**config.mk**
```make
export PLATFORM = sky130hd
export DESIGN_NAME = addr_gen
export DESIGN_NICKNAME = d
export VERILOG_FILES = /design/src/rtl/addr_gen_pkg.sv /design/src/rtl/addr_gen_add8.sv /design/src/rtl/addr_gen.sv
export SDC_FILE = /design/constraint.sdc
export NUM_CORES = 1
export LEC_CHECK = 0
export CORE_UTILIZATION = 59
export CTS_CLUSTER_DIAMETER = 100
export CTS_CLUSTER_SIZE = 16
export DETAILED_ROUTE_END_ITERATION = 8
export HOLD_SLACK_MARGIN = 0.05
export MAX_ROUTING_LAYER = met4
export PLACE_DENSITY = 0.91
export SYNTH_ARGS = -nofsm -noshare
export SYNTH_HDL_FRONTEND = slang
export SYNTH_SLANG_ARGS = --single-unit
```
**constraint.sdc**
```tcl
create_clock -name clk -period 4.1 [get_ports clk]
set_input_delay 0.615 -clock clk [delete_from_list [all_inputs] [get_ports clk]]
set_output_delay 0.615 -clock clk [all_outputs]
set_load 0.02 [all_outputs]
```
**src/rtl/addr_gen_pkg.sv**
```systemverilog
// Shared address-generator constants: command codes, FSM states, vector codes.
package addr_gen_pkg;

   typedef enum logic [2:0] {
      AB_PC   = 3'd0,
      AB_ZP   = 3'd1,
      AB_ABS  = 3'd2,
      AB_STK  = 3'd3,
      AB_NXT  = 3'd4,
      AB_VEC  = 3'd5,
      AB_JMP  = 3'd6,
      AB_HOLD = 3'd7
   } ab_op_e;

   typedef enum logic {
      ST_NORM = 1'b0,
      ST_FIX  = 1'b1
   } state_e;

   localparam logic [1:0] VEC_NMI = 2'b01;
   localparam logic [1:0] VEC_RST = 2'b10;
   localparam logic [1:0] VEC_IRQ = 2'b11;

   localparam logic [15:0] AB_RESET = 16'hFFFC;

   // Low byte of the vector address; code 00 is treated as IRQ/BRK.
   function automatic logic [7:0] vec_lo(input logic [1:0] v);
      logic [1:0] sel;
      sel = (v == 2'b00) ? VEC_IRQ : v;
      return {5'b11111, sel, 1'b0};
   endfunction

endpackage

```
**src/rtl/addr_gen_add8.sv**
```systemverilog
// 8-bit adder with carry-in and carry-out for the low-byte index add.
module add8 (
   input  logic [7:0] a_i,
   input  logic [7:0] b_i,
   input  logic       ci_i,
   output logic [7:0] s_o,
   output logic       co_o
);

   logic [8:0] sum;

   always_comb begin
      sum  = {1'b0, a_i} + {1'b0, b_i} + {8'd0, ci_i};
      s_o  = sum[7:0];
      co_o = sum[8];
   end

endmodule

```
**src/rtl/addr_gen.sv**
```systemverilog
// Registered 16-bit address bus generator with PC, LO base and page-fix state.
module addr_gen
   import addr_gen_pkg::*;
(
   input  logic        clk,
   input  logic        RST,
   input  logic        RDY,
   input  logic [2:0]  ab_op,
   input  logic        pc_inc,
   input  logic        ld_lo,
   input  logic        wr,
   input  logic [1:0]  vec,
   input  logic [7:0]  SB,
   input  logic [7:0]  DB,
   output logic [15:0] AB,
   output logic [15:0] PC,
   output logic        fix
);

   state_e      state_q, state_d;
   logic [15:0] ab_q, ab_d;
   logic [15:0] pc_q, pc_d;
   logic [7:0]  lo_q, lo_d;
   logic        carry_q, carry_d;

   logic [7:0]  add_a, add_s;
   logic        add_co;
   ab_op_e      op;

   assign op    = ab_op_e'(ab_op);
   // Zero page indexes off the fresh DB byte; absolute indexes off the latched LO.
   assign add_a = (op == AB_ZP) ? DB : lo_q;

   add8 u_add8 (
      .a_i  (add_a),
      .b_i  (SB),
      .ci_i (1'b0),
      .s_o  (add_s),
      .co_o (add_co)
   );

   always_comb begin
      state_d = state_q;
      ab_d    = ab_q;
      pc_d    = pc_q;
      lo_d    = lo_q;
      carry_d = carry_q;
      if (RDY) begin
         if (state_q == ST_FIX) begin
            ab_d    = {ab_q[15:8] + {7'd0, carry_q}, ab_q[7:0]};
            carry_d = 1'b0;
            state_d = ST_NORM;
         end else begin
            if (ld_lo) lo_d = DB;
            case (op)
               AB_PC: begin
                  ab_d = pc_q;
                  pc_d = pc_q + {15'd0, pc_inc};
               end
               AB_ZP:  ab_d = {8'h00, add_s};
               AB_ABS: begin
                  ab_d    = {DB, add_s};
                  carry_d = add_co;
                  if (add_co || wr) state_d = ST_FIX;
               end
               AB_STK: ab_d = {8'h01, SB};
               AB_NXT: ab_d = {ab_q[15:8], ab_q[7:0] + 8'd1};
               AB_VEC: ab_d = {8'hFF, vec_lo(vec)};
               AB_JMP: begin
                  ab_d = {DB, lo_q};
                  pc_d = {DB, lo_q} + {15'd0, pc_inc};
               end
               default: ;
            endcase
         end
      end
   end

   always_ff @(posedge clk or posedge RST) begin
      if (RST) begin
         state_q <= ST_NORM;
         ab_q    <= AB_RESET;
         pc_q    <= '0;
         lo_q    <= '0;
         carry_q <= 1'b0;
      end else begin
         state_q <= state_d;
         ab_q    <= ab_d;
         pc_q    <= pc_d;
         lo_q    <= lo_d;
         carry_q <= carry_d;
      end
   end

   assign AB  = ab_q;
   assign PC  = pc_q;
   assign fix = (state_q == ST_FIX);

endmodule

```
# --- Word-level counts from Yosys, hierarchy flattened ---
# Index checks and enable logic that the tools add are counted.
word_totals:
  ff_bits: 42
  wordCells: 41
  output_inout_bits: 33
  input_bits: 27
op_classes:
  reduce_logical: 12
  bitwise_logic: 1
  n_eq_ne: 7
  addsub: 5
  mux: 10
op_table:
  columns: ["cell", "count"]
  rows:
  - ["$pmux W16 S7", 1]
  - ["$add A16 B1 Y16", 2]
  - ["$pmux W16 S2", 1]
  - ["$mux W16", 1]
  - ["$reduce_bool A7 Y1", 2]
  - ["$reduce_and A3 Y1", 4]
  - ["$add A8 B8 Y9", 1]
  - ["$eq A3 B3 Y1 const B", 3]
  - ["$add A8 B1 Y8", 1]
  - ["$add A8 B1 Y8 const B", 1]
  - ["$mux W8", 1]
  - ["$eq A3 B2 Y1 const B", 2]
  - ["$mux W1", 5]
  - ["$reduce_bool A2 Y1", 2]
  - ["$eq A3 B1 Y1 const B", 1]
  - ["$logic_not A3 Y1", 1]
  - ["$logic_not A2 Y1", 1]
  - ["$mux W2", 1]
  - ["$ne A2 B2 Y1 const B", 1]
  - ["$reduce_and A2 Y1", 1]
  - ["$logic_or A1 B1 Y1", 1]
  - ["$not A1 Y1", 1]

# --- Logic depth before layout (Yosys ltp) ---
# Gate-level depths: netlist of the first run.
depth:
  depth_word: 7
  mapped_depth: 14
  mapped_depth_nobuf: 11

# --- Cells and area by module ---
# From an unflattened synthesis of the first run, not the netlist that was laid out.
hier_totals:
  hier_cells: 485
  hier_area_um2: 3915.0
modules_own_cells:
  columns: ["mod", "n_inst", "cells_each", "area_per_inst_um2"]
  rows:
  - ["addr_gen", 1, 443, 3583.4]
  - ["add8", 1, 42, 331.6]

# --- Least setup slack after synthesis of the first run ---
# Ideal clock, no wire load.
synth_timing:
  path_type: "in2reg"
  startpoint: "in ab_op[1]"
  endpoint: "reg carry_q"
  setup_slack_ns: 1.036
  required_time_ns: 3.978
  path_buffers: 1
  stages: 10
  arrival_ns: 2.942
  setup_time_ns: 0.122
  cell_sequence: "buf_6 nor3_2 mux2_2 ha_1 fa_1 nand3_1 a21oi_1 o21ai_0 a21oi_1 a32o_1"
synth_via:
  elab_chain_cells: 5
synth_rtl:
  columns: ["item", "line", "text"]
  rows:
  - ["start: declaration", "addr_gen.sv:8", "input logic [2:0] ab_op,"]
  - ["$eq A3 B1 Y1", "addr_gen.sv:32", "assign add_a = (op == AB_ZP) ? DB : lo_q;"]
  - ["$mux W8", "addr_gen.sv:32", null]
  - ["$add A8 B8 Y9", "addr_gen_add8.sv:13", "sum = {1'b0, a_i} + {1'b0, b_i} + {8'd0, ci_i};"]
  - ["$mux W1", "addr_gen.sv:55", "case (op)"]
  - ["$mux W1", "addr_gen.sv:49", "if (state_q == ST_FIX) begin"]
  - ["end signal: assignment", "addr_gen.sv:91", "carry_q <= carry_d;"]
  - ["end: declaration", "addr_gen.sv:24", "logic carry_q, carry_d;"]
# Parallel ways exist; a longest one is shown, timed or not. The select of a mux whose other input is x is not followed.
# A chain may end at the register's enable or synchronous reset.

# --- Worst setup path after layout of the first run ---
layout_timing:
  startpoint: "in ab_op[0]"
  endpoint: "reg state_q, in the netlist fix"
layout_via:
  elab_chain_cells: 7
layout_rtl:
  columns: ["item", "line", "text"]
  rows:
  - ["$eq A3 B1 Y1", "addr_gen.sv:32", null]
  - ["$mux W8", "addr_gen.sv:32", null]
  - ["$add A8 B8 Y9", "addr_gen_add8.sv:13", null]
  - ["$logic_or A1 B1 Y1", "addr_gen.sv:64", "if (add_co || wr) state_d = ST_FIX;"]
  - ["$mux W1", "addr_gen.sv:64", null]
  - ["$mux W1 *", "addr_gen.sv:55", null]
  - ["$mux W1 *", "addr_gen.sv:49", null]
  - ["end signal: assignment", "addr_gen.sv:87", "state_q <= state_d;"]
  - ["end: declaration", "addr_gen.sv:20", "state_e state_q, state_d;"]
# Every way passes the cells marked *; elsewhere a longest branch is shown, timed or not.

==> impl_metrics.json, run 1 <==
{
  "status": "finished clean",
  "cts_buffers": 5,
  "max-vdd-ir-drop_uv": 364,
  "final_nets": 531,
  "r2r-start": "lo_q[0]$_DFFE_PP0P_",
  "post-dp-hpwl_mm": 8.05,
  "cts_tree": "yes",
  "crit_chain": "clkdlybuf4s50_1 -> inv_1 -> nor3_2 -> mux2_2 -> ha_1 -> fa_1 -> nand3_1 -> a21oi_1 -> o21ai_0 -> a21oi_1 -> o211ai_1 -> o21ai_0",
  "setup-violations-final": 0,
  "worstMarginPinSlew_ns": 0.913,
  "syn_avg_cell_area_um2": 8.20,
  "n_antenna_cell": 0,
  "async_reset_ff_share_pct": 100,
  "crit_cells": 12,
  "crit_family": "compound AO/OA/AOI/OAI gates",
  "rows": 28,
  "fin_crit_ns": 3.49,
  "path_buf_inv": 2,
  "p_per_area_nw_per_um2": 436,
  "maxCapViolCount": 0,
  "antenna_left": 0,
  "drc_errors": 0,
  "max_freq_ghz": 0.286,
  "synth_cell_type_count": 65,
  "setup.worst_path.end": "fix$_DFFE_PP0P_",
  "dp_cells": 557,
  "arrival_ns": 3.67,
  "ys_ff_latch": 42,
  "die_x_um": 80,
  "required_ns": 4.28,
  "coreArea_um2": 5890,
  "cts_resized": 0,
  "final_common_cell": "clkdlybuf4s50_1",
  "avgViaCountPerCell": 6.79,
  "fin_cells": 565,
  "grt.total_usage_pct": 36.9,
  "synthFlopType": "dfrtp_1",
  "final_layout_size_suffix_gt1_share_pct": 11.2,
  "start_util_pct": 61.0,
  "routedWlPerCell_um": 19.4,
  "post_cts_buffers": 0,
  "cp_max_fo": 7,
  "end_kind": "flip-flop",
  "num_vias": 3835,
  "slew_viol_final": 0,
  "io_buffers": 59,
  "io_pins": 60,
  "worst_r2r_endpoint": "fix$_DFFE_PP0P_",
  "min_path_type": "flip-flop to flip-flop",
  "synthesis.area_um2": 3590,
  "min-delay-start": "AB[10]$_DFFE_PP1P_",
  "hold_path_depth": 2,
  "area_growth_pct": 20.7,
  "r2r_setup_slack_ns": 1.67,
  "clk_path_buf_depth": 2,
  "die-area_um2": 6400,
  "grt-ovfl-total": 0,
  "skew_ns": 0.00739,
  "path_class": "primary input to flip-flop",
  "p_leak_uw": 0.00176,
  "synth_edf_count": 0,
  "synthCells": 438,
  "place.gp.congestion": 0.955,
  "hold_viol": 0,
  "clock_latency_ns": 0.30,
  "relSlewSlack_pct": 39.1,
  "critical-path-slowest-cell": "clkdlybuf4s50_1",
  "tns_ns": 0,
  "totalWireLength_mm": 11.0,
  "clk_pin_slew_ns": 0.09,
  "yosysSeqAreaShare_pct": 29.8,
  "finalCritPeriodShare_pct": 85.2,
  "cts_root_buffer": "clkbuf_8",
  "drtIter0Drc": 493,
  "grt_pass1_vias": 3516,
  "postCtsHoldBufs": 0,
  "yosys_warnings": 0,
  "crit_start": "ab_op[0]",
  "h-tree-depth": 2,
  "nFillCells": 469,
  "drt-pass1-iter-count": 7,
  "crit_path_max_incr_delay_ns": 0.49,
  "syn-num-nets": 480,
  "ff2ff_path_depth": 9,
  "rsz0062_at_grt": "no",
  "cts.sinks": 42,
  "critPathLaunchType": "primary input",
  "grt_max_degree": 43,
  "grt_pass1_wl_mm": 17.3,
  "mostFrequentLayoutCells": "clkdlybuf4s50_1, nand2_1, nor2_1, o21ai_0, a21oi_1",
  "grt_antenna_before_repair": 0,
  "dieHeight_um": 80
}
[state kept, by name, indices dropped and copies added (netlist names)]
name     cells
carry_q      1
AB          16
fix          1
lo_q         8
PC          16
[kinds of logic (layout without fill, tap and decap cells)]
| group | count (synthesis) | after routing | share of synthesized area [%] |
|---|---|---|---|
| and+or+nand+nor | 168 | 168 | 22.7 |
| AOI/OAI and AO/OA | 142 | 142 | 27.4 |
| DFF | 42 | 42 | 29.8 |
| buffers and inverters | 33 | 85 | 4.08 |
| muxes | 24 | 24 | 7.28 |
| adders and majority gates | 15 | 15 | 5.44 |
| xor gates and xnor gates | 14 | 14 | 3.42 |
[cell type report]
cell class	instances	area, um^2	area share (%)
well taps	75	93.8	2.17
clock inverters	1	30.0	0.693
clock buffers	7	76.3	1.76
flip-flops and latches	42	1070	24.7
multi-input cells	363	2370	54.8
repair buffers	67	651	15.0
inverters	10	37.5	0.867
[Yosys cell counts (4+ instances only)]
cell type / instances / share of area (%)
nand2_1: 58 / 6.1
nor2_1: 43 / 4.5
o21ai_0: 30 / 4.2
a21oi_1: 29 / 4.0
dfrtp_1: 28 / 20
nand3_1: 23 / 3.2
mux2_2: 16 / 5.0
a221oi_1: 15 / 3.7
dfstp_2: 14 / 10
ha_1: 14 / 4.9
and3_1: 11 / 1.9
xor2_1: 10 / 2.4
buf_2: 9 / 1.3
inv_1: 9 / 0.94
a31oi_1: 7 / 1.2
clkbuf_1: 7 / 0.73
mux2i_1: 7 / 2.0
o22ai_1: 7 / 1.2
nand4_1: 6 / 1.0
a221o_1: 5 / 1.4
buf_1: 5 / 0.52
o211ai_1: 5 / 1.0
o21a_1: 5 / 1.0
a211oi_1: 4 / 0.84
o211a_1: 4 / 1.1
or3_1: 4 / 0.70
xnor2_1: 4 / 0.98
[power breakdown]
part           switching [uW]  internal (uW)  total (uW)
combinational             425            391         816
sequential                195            540         735
clock                     153            183         335
total                     773           1110        1890
[how the worst min path moves through the flow]
stage | endpoint | slack [ns]
2_1_floorplan | carry_q$_DFFE_PP0P_ | 0.47
3_3_place_gp | AB[10]$_DFFE_PP1P_ | 0.47
3_5_place_dp | carry_q$_DFFE_PP0P_ | 0.50
4_1_cts | AB[10]$_DFFE_PP1P_ | 0.51
5_1_grt | AB[10]$_DFFE_PP1P_ | 0.53
6_report | AB[10]$_DFFE_PP1P_ | 0.51
[per-stage QoR]
| step | instance area [um^2] | setup slack [ns] | total power, uW | util (%) | hold slack [ns] |
|---|---|---|---|---|---|
| after floorplan | 3590 | 1.04 | 1190 | - | 0.470 |
| after global placement | 4230 | 0.522 | 1520 | 71.8 | 0.467 |
| after detailed placement | 4230 | 0.353 | 1540 | 71.8 | 0.496 |
| after CTS | 4330 | 0.677 | 1880 | 73.6 | 0.512 |
| after global routing | 4330 | 0.404 | 1990 | 73.6 | 0.530 |
| final | 4330 | 0.606 | 1890 | 73.6 | 0.514 |
[tightest hold or removal path: stages, from the launching register on]
cell and delay, ns:
dfstp_2 0.39, inv_1 0.05, a2bb2oi_1 0.07
[metal layers]
metal | GRT usage [%] | wire length, um | share of wire (%) | vias to the layer above
li1 | - | - | - | 1747
met1 | 47.8 | 4650 | 42 | 1843
met2 | 57.6 | 5210 | 47 | 207
met3 | 5.37 | 814 | 7.4 | 38
met4 | 15.7 | 310 | 2.8 | 0
met5 | - | 0 | 0 | -
Note: power is estimated with default switching activity, not from simulation.
==> run 2: changes to the inputs <==
--- a/config.mk
+++ b/config.mk
@@ -12,6 +12,7 @@
 export HOLD_SLACK_MARGIN = 0.05
 export MAX_ROUTING_LAYER = met4
 export PLACE_DENSITY = 0.91
+export REMOVE_ABC_BUFFERS = 1
 export SYNTH_ARGS = -nofsm -noshare
 export SYNTH_HDL_FRONTEND = slang
 export SYNTH_SLANG_ARGS = --single-unit
==> run 2 against run 1 <==
  * Global-route usage shrank 0.33 points
  * Register-to-register slack gained 0.03 ns
  * Core utilization grew 0.30 points
  * Sequential share of layout area shrank 0.099 points
  * Routed wire length shrank 2.7%
  * Combinational power shrank 0.5%
  * Total power grew 0.54%
  * Worst hold slack lost 0.024 ns
  * Fmax grew 6.1%
  * Via count shrank 1.0%
  * Critical path type unchanged
==> impl_metrics.json, run 2 (synthesized netlist as in run 1, its figures left out) <==
{
  "status": "finished clean",
  "mostFrequentLayoutCells": "clkdlybuf4s50_1, nand2_1, nor2_1, o21ai_0, a21oi_1",
  "crit_chain": "clkdlybuf4s50_1 -> nor3_2 -> buf_4 -> mux2_2 -> ha_1 -> fa_1 -> nand3_1 -> a21oi_1 -> o21ai_0 -> a21oi_1 -> o211ai_1 -> o21ai_0",
  "grt_pass1_wl_mm": 17.4,
  "cp_max_fo": 9,
  "p_sw_uw": 766,
  "final_nets": 532,
  "p_clk_share_pct": 18.5,
  "rsz0062_at_grt": "no",
  "fin_crit_ns": 3.29,
  "routedWlPerCell_um": 18.9,
  "io_buffers": 59,
  "max_freq_ghz": 0.304,
  "critPathLaunchType": "primary input",
  "clock_latency_ns": 0.30,
  "r2r_setup_slack_ns": 1.70,
  "tns_ns": 0,
  "totalWireLength_mm": 10.7,
  "seq_power_share_pct": 38.8,
  "min_path_type": "flip-flop to flip-flop",
  "coreArea_um2": 5890,
  "hold_path_end": "AB[10]$_DFFE_PP1P_",
  "required_ns": 4.28,
  "crit_path_max_incr_delay_ns": 0.56,
  "design_area_um2": 4350,
  "internal_power_uw": 1130,
  "io_pins": 60,
  "antenna_left": 0,
  "num_vias": 3796,
  "avgViaCountPerCell": 6.71,
  "place.gp.congestion": 1.04,
  "grt_max_degree": 43,
  "skew_ns": 0.00625,
  "cts_tree": "yes",
  "grt-ovfl-total": 0,
  "setup-violations-final": 0,
  "cts.sinks": 42,
  "final_common_cell": "clkdlybuf4s50_1",
  "comb_power_share_pct": 42.8,
  "die_x_um": 80,
  "hold_path_depth": 2,
  "start_util_pct": 61.0,
  "ff2ff_path_depth": 9,
  "clk_pin_slew_ns": 0.08,
  "critical-path-slowest-cell": "clkdlybuf4s50_1",
  "switching_share_pct": 40.4,
  "drtIter0Drc": 517,
  "arrival_ns": 3.47,
  "h-tree-depth": 2,
  "relSlewSlack_pct": 41.7,
  "grt.total_usage_pct": 36.6,
  "drc_errors": 0,
  "timing.hold.ws_ns": 0.489,
  "clk_path_buf_depth": 2,
  "drt-pass1-iter-count": 7,
  "place_area_um2": 4230,
  "rows": 28,
  "slew_viol_final": 0,
  "worstMarginPinSlew_ns": 0.875,
  "finalCritPeriodShare_pct": 80.3,
  "worst_r2r_endpoint": "fix$_DFFE_PP0P_",
  "p_per_area_nw_per_um2": 436,
  "hold_viol": 0,
  "postCtsHoldBufs": 0,
  "p_leak_uw": 0.00177,
  "maxCapViolCount": 0,
  "grt_antenna_before_repair": 0,
  "r2r-start": "lo_q[0]$_DFFE_PP0P_",
  "grt_pass1_vias": 3403,
  "dieHeight_um": 80,
  "min-delay-start": "AB[10]$_DFFE_PP1P_",
  "cts_root_buffer": "clkbuf_8",
  "n_antenna_cell": 0,
  "path_class": "primary input to flip-flop",
  "area_growth_pct": 21.2,
  "die-area_um2": 6400,
  "cts_buffers": 5,
  "final_layout_size_suffix_gt1_share_pct": 11.6,
  "max-vdd-ir-drop_uv": 379,
  "end_kind": "flip-flop",
  "post_cts_buffers": 0,
  "cts_resized": 0,
  "post-dp-hpwl_mm": 7.86
}
[run 2: cell count changes in the layout (fill, tap and decap cells not counted), sizes merged]
cell	before	now
buf	8	9
[run 2: through the flow]
step	setup WS (ns)	utilization, %	cells	total power, uW
final	0.806	73.9	566	1900
after detailed placement	0.554	71.9	558	1540
after global routing	0.592	73.9	566	2010
after floorplan	1.09	-	415	1170
after CTS	0.861	73.9	566	1890
after global placement	0.661	71.9	558	1520
[run 2: layout make-up]
type	instances	area, um^2
clock buffers	7	86.3
clock inverters	1	30.0
fillers	440	1540
inverters	10	37.5
multi-input cells	363	2370
flip-flops and latches	42	1070
well taps	75	93.8
repair buffers	68	658
[run 2: power groups by stage]
stage	Sequential, uW	Combinational (uW)	Clock [uW]
after global placement	728	788	0
after CTS	727	806	355
final	735	812	350
after global routing	754	883	372
after floorplan	789	382	0
after detailed placement	735	803	0
[run 2: worst max-delay path by stage]
stage	slack (ns)	endpoint	start	cells past startpoint
floorplan	1.09	carry_q$_DFFE_PP0P_	ab_op[0]	10
global placement	0.66	carry_q$_DFFE_PP0P_	ab_op[0]	12
detailed placement	0.55	fix$_DFFE_PP0P_	ab_op[2]	12
CTS	0.86	fix$_DFFE_PP0P_	ab_op[2]	12
global route	0.59	fix$_DFFE_PP0P_	ab_op[2]	12
finish	0.81	fix$_DFFE_PP0P_	ab_op[2]	12
[run 2: worst max-delay path, delay by kind of cell]
family / cells / cell delay (ns)
buffers and inverters: 2 / 0.76
and+or+nand+nor: 2 / 0.29
adders and majority gates: 2 / 0.62
AOI/OAI and AO/OA: 5 / 0.84
muxes: 1 / 0.35
[run 2: layer usage]
layer  GRT usage [%]  routed length [um]
met2            55.7                5110
met3            7.09                 962
met4            8.93                 157
met1            50.1                4460
met5               -                   0
